===== config.mk =====
export PLATFORM = sky130hd
export DESIGN_NAME = bcd_display_scan
export DESIGN_NICKNAME = d
export VERILOG_FILES = /design/src/rtl/bcd_disp_pkg.sv /design/src/rtl/bcd_to_seg.sv /design/src/rtl/bcd_display_scan.sv
export SDC_FILE = /design/constraint.sdc
export NUM_CORES = 1
export LEC_CHECK = 0
export BUFFER_PORTS_ARGS = -buffer_cell sky130_fd_sc_hd__clkbuf_2
export CELL_PAD_IN_SITES_DETAIL_PLACEMENT = 1
export CELL_PAD_IN_SITES_GLOBAL_PLACEMENT = 1
export CORE_MARGIN = 2
export CORE_UTILIZATION = 47
export DETAILED_ROUTE_END_ITERATION = 12
export PLACE_DENSITY = 0.83
export SLEW_MARGIN = 15
export SYNTH_ARGS = -nofsm -noshare
export SYNTH_HDL_FRONTEND = slang
export SYNTH_SLANG_ARGS = --single-unit

===== constraint.sdc =====
create_clock -name clk -period 4.7 [get_ports clk]
set_input_delay 0 -clock clk [delete_from_list [all_inputs] [get_ports clk]]
set_output_delay 0 -clock clk [all_outputs]
set_load 0.02 [all_outputs]

===== src/rtl/bcd_disp_pkg.sv =====
// Shared seven-segment constants for the two-digit BCD display scanner.
// Segment order is {g,f,e,d,c,b,a}; all patterns are active-low.
package bcd_disp_pkg;

  localparam logic [6:0] SEG_DIGIT [0:9] = '{
    7'b1000000,  // 0
    7'b1111001,  // 1
    7'b0100100,  // 2
    7'b0110000,  // 3
    7'b0011001,  // 4
    7'b0010010,  // 5
    7'b0000010,  // 6
    7'b1111000,  // 7
    7'b0000000,  // 8
    7'b0010000   // 9
  };

  localparam logic [6:0] SEG_E     = 7'b0000110;
  localparam logic [6:0] SEG_BLANK = 7'b1111111;

  localparam logic [1:0] AN_ONES = 2'b10;
  localparam logic [1:0] AN_TENS = 2'b01;
  localparam logic [1:0] AN_OFF  = 2'b11;

endpackage


===== src/rtl/bcd_to_seg.sv =====
// Combinational BCD digit to active-low seven-segment decoder.
// Non-BCD codes 10..15 show 'E' so a corrupted upstream sum is visible.
module bcd_to_seg
  import bcd_disp_pkg::*;
(
  input  logic [3:0] digit,
  output logic [6:0] segOut
);

  always_comb begin
    segOut = SEG_E;
    if (digit < 4'd10) segOut = SEG_DIGIT[digit];
  end

endmodule


===== src/rtl/bcd_display_scan.sv =====
// Two-digit multiplexed seven-segment driver with frame-aligned digit commit.
// Optional leading-zero blanking of the tens digit: define BCD_BLANK_ZERO_EN.
module bcd_display_scan
  import bcd_disp_pkg::*;
#(
  parameter int SCAN_DIV = 4
) (
  input  logic       clk,
  input  logic       reset,
  input  logic [3:0] in_tens,
  input  logic [3:0] in_ones,
  input  logic       in_valid,
  output logic       in_ready,
  output logic [6:0] seg,
  output logic [1:0] an
);

  localparam int CNT_W = (SCAN_DIV > 1) ? $clog2(SCAN_DIV) : 1;
  localparam logic [CNT_W-1:0] CNT_LAST = CNT_W'(SCAN_DIV - 1);

  logic [CNT_W-1:0] divCnt;
  logic             digitSel;
  logic             pendVld;
  logic [3:0]       pendTens, pendOnes;
  logic [3:0]       dispTens, dispOnes;
  logic             slotEnd, frameEnd, accept;
  logic [3:0]       curDigit;
  logic [6:0]       decSeg, segNext;

  assign in_ready = ~pendVld;
  assign slotEnd  = (divCnt == CNT_LAST);
  assign frameEnd = slotEnd && digitSel;
  assign accept   = in_valid && ~pendVld;

  // Stage 0: free-running scan timebase
  always_ff @(posedge clk or posedge reset) begin
    if (reset) begin
      divCnt   <= '0;
      digitSel <= 1'b0;
    end else if (slotEnd) begin
      divCnt   <= '0;
      digitSel <= ~digitSel;
    end else begin
      divCnt   <= divCnt + 1'b1;
    end
  end

  // Pending pair is only committed at the end of the tens slot so a frame
  // never shows digits from two different sums. Accept and commit are
  // mutually exclusive because accept requires an empty pending register.
  always_ff @(posedge clk or posedge reset) begin
    if (reset) begin
      pendVld  <= 1'b0;
      pendTens <= '0;
      pendOnes <= '0;
      dispTens <= '0;
      dispOnes <= '0;
    end else if (frameEnd && pendVld) begin
      dispTens <= pendTens;
      dispOnes <= pendOnes;
      pendVld  <= 1'b0;
    end else if (accept) begin
      pendTens <= in_tens;
      pendOnes <= in_ones;
      pendVld  <= 1'b1;
    end
  end

  assign curDigit = digitSel ? dispTens : dispOnes;

  bcd_to_seg uDecode (
    .digit  (curDigit),
    .segOut (decSeg)
  );

  always_comb begin
    segNext = decSeg;
`ifdef BCD_BLANK_ZERO_EN
    if (digitSel && (dispTens == 4'd0)) segNext = SEG_BLANK;
`endif
  end

  // Stage 1: registered display outputs, one cycle behind digitSel/disp
  always_ff @(posedge clk or posedge reset) begin
    if (reset) begin
      seg <= SEG_BLANK;
      an  <= AN_OFF;
    end else begin
      seg <= segNext;
      an  <= digitSel ? AN_TENS : AN_ONES;
    end
  end

endmodule


==> impl_metrics.env <==
export IMPL_syn_area_um2=1217
export IMPL_die_h_um=54.90
export IMPL_h_tree_depth=2
export IMPL_clk_pin_slew_worst_paths_ps=90
export IMPL_power_density_nw_per_um2=447.8
export IMPL_r2r_end="seg[4]$_DFF_PP1_"
export IMPL_power_leakage_nw=0.7058
export IMPL_fmax_mhz=483.2
export IMPL_fin_ws_ps=2630
export IMPL_status="completed"
export IMPL_place_gp_congestion=0.8252
export IMPL_dr_pass1_iters=3
export IMPL_period_share_pct=44.04
export IMPL_synth_seq_cells=29
export IMPL_rsz0062_at_grt="false"
export IMPL_clk_path_buf_depth=2
export IMPL_crit_required_ps=4960
export IMPL_root_buffer="clkbuf_4"
export IMPL_setup_tns_final_ps=0
export IMPL_wl_um=2445
export IMPL_via_per_inst=5.094
export IMPL_grt_pass1_wl_um=3864
export IMPL_multiInputGateArea_um2=445.4
export IMPL_mappedNetlistNets=100
export IMPL_hp_class="primary input to asynchronous set/reset pin"
export IMPL_cts_buffers=5
export IMPL_tightest_slew_ps=989.5
export IMPL_overflow=0
export IMPL_cts_repair_resized=0
export IMPL_area_delta_synth_final_pct=26.62
export IMPL_vias=759
export IMPL_nFillCells=244
export IMPL_crit_arrival_ps=2330
export IMPL_clock_skew_ps=7.397
export IMPL_clock_latency_ps=340
export IMPL_pin_count=21
export IMPL_cap_violations=0
export IMPL_die_x_um=54.90
export IMPL_cts_hold_buffers=10
export IMPL_yosysWarnings=0
export IMPL_drive_gt1_share_pct=48.74
export IMPL_reg2reg_slack_ps=2630
export IMPL_start_util_pct=49.59
export IMPL_fin_cells=149
export IMPL_dp_cells=131
export IMPL_cts_setup_buffers=0
export IMPL_antenna_found_initial=0
export IMPL_cts_sink_count=29
export IMPL_drc_errors=0
export IMPL_row_count=18
export IMPL_maxSlewViolCount=0
export IMPL_portBuffers=20
export IMPL_routedWlPerCell_um=16.41
export IMPL_antenna_left=0
export IMPL_reg2reg_depth=5
export IMPL_final_util_pct=62.79
export IMPL_rr_startpoint="digitSel$_DFFE_PP0N_"
export IMPL_holdWs_ps=293.2
export IMPL_min_period_ps=2070
export IMPL_syn_area_per_cell_um2=14.67
export IMPL_antenna_cells=0
export IMPL_setup_violations=0
export IMPL_nets=135
export IMPL_seqCellArea_um2=737.0
export IMPL_drt_iter0_markers=3
export IMPL_hpwl_um=1590
export IMPL_die_area_um2=3013
export IMPL_cts_tree="yes"
export IMPL_hold_viol=0
export IMPL_slew_limit_headroom_pct=33.62
export IMPL_max_vdd_ir_drop_v=0.0003560
export IMPL_grt_max_degree=30
export IMPL_grt_usage_pct=20.10
export IMPL_synthDistinctLibCells=21
export IMPL_grt_pass1_vias=822
export IMPL_preCtsSetupSlack_ps=2688
export IMPL_crit_path_max_fanout=9
export IMPL_worst_setup_path_end_kind="flop"
export IMPL_worst_setup_path_start_kind="flop"
export IMPL_core_area_um2=2455
export IMPL_syn_inst=83
export IMPL_seq_area_frac_synth_pct=60.53
export IMPL_crit_type="flop to flop"
-- cells in the mapped netlist, drive strengths merged --
master / count / share of area [%]
a21oi: 5 / 2.1
a22o: 1 / 0.72
a31oi: 1 / 0.51
buf: 2 / 1.3
dfrtp: 20 / 41
dfstp: 9 / 19
ha: 6 / 6.2
inv: 5 / 1.5
mux2: 19 / 18
mux2i: 3 / 3.5
nand2: 4 / 1.2
nand2b: 2 / 1.0
nand3: 1 / 0.82
nor2: 1 / 0.31
nor2b: 1 / 0.51
o21a: 1 / 0.62
o22ai: 1 / 0.51
xor2: 1 / 0.72
-- metrics by stage --
| stage | total power [mW] | cell area, um^2 |
|---|---|---|
| global placement | 0.4229 | 1339 |
| detailed placement | 0.4331 | 1339 |
| floorplan | 0.3954 | 1217 |
| global route | 0.7263 | 1541 |
| finish | 0.6903 | 1541 |
| CTS | 0.7003 | 1541 |
-- worst max path at each step --
stage                                   to            startpoint  slack [ps]  depth (start not counted)
final                     seg[4]$_DFF_PP1_  digitSel$_DFFE_PP0N_        2630                          5
after CTS                 seg[4]$_DFF_PP1_  digitSel$_DFFE_PP0N_        2640                          5
after detailed placement  seg[4]$_DFF_PP1_  digitSel$_DFFE_PP0N_        2690                          5
after global routing      seg[4]$_DFF_PP1_  digitSel$_DFFE_PP0N_        2440                          5
after global placement    seg[4]$_DFF_PP1_  digitSel$_DFFE_PP0N_        2860                          5
after floorplan           seg[4]$_DFF_PP1_  digitSel$_DFFE_PP0N_        3070                          6
-- layer usage --
layer / vias up / wire length, um / GRT usage, % / share of wire [%]
met5: - / 0 / 0 / 0
li1: 355 / - / - / -
met3: 5 / 126 / 8.871 / 5.2
met1: 379 / 956 / 20.50 / 39
met4: 0 / 59 / 10.98 / 2.4
met2: 20 / 1303 / 34.33 / 53
-- state kept, by name, summed over array words and instances, names as in the netlist --
signal	cells
pendVld	1
an	2
dispOnes	4
pendTens	4
pendOnes	4
dispTens	4
divCnt	2
seg	7
digitSel	1
-- where the power goes --
group,switching (mW),total [mW],internal [mW],leakage (nW)
Clock,0.0903,0.255,0.165,0.0552
Combinational,0.0672,0.123,0.0561,0.321
Sequential,0.0184,0.312,0.294,0.330
-- cell usage in the layout (no fill, tap or decap), types with 2 or more instances in the layout --
cell,count
dfrtp_1,20
clkbuf_2,20
mux2_2,18
dlygate4sd3_1,10
dfstp_2,9
ha_1,6
a21oi_1,5
clkbuf_4,5
inv_1,4
nand2_1,4
mux2i_1,2
nand2b_1,2
bufinv_16,2
-- layout make-up --
cell class              instances  share of cell area [%]
clock buffers                   5                   2.435
clock inverters                 3                   4.221
inverters                       5                   1.218
multi-input cells              47                   28.90
flip-flops and latches         29                   47.81
well taps                      30                   2.435
repair buffers                 30                   12.99
-- critical path: stages, from the launching register on --
cell,delay [ps]
dfrtp_1,630
mux2i_1,540
inv_1,140
ha_1,240
mux2_4,280
o22ai_1,170
-- cells by family (layout without fill, tap and decap cells) --
logic type	count (synthesis)	after routing	synth area share, %
AOI/OAI and AO/OA	9	9	4.420
xor gates and xnor gates	1	1	0.7196
adders and majority gates	6	6	6.166
buffers and inverters	7	43	2.877
DFF	29	29	60.53
muxes	22	22	21.38
and+or+nand+nor	9	9	3.905
No activity file was read; power rests on OpenSTA's default activity.
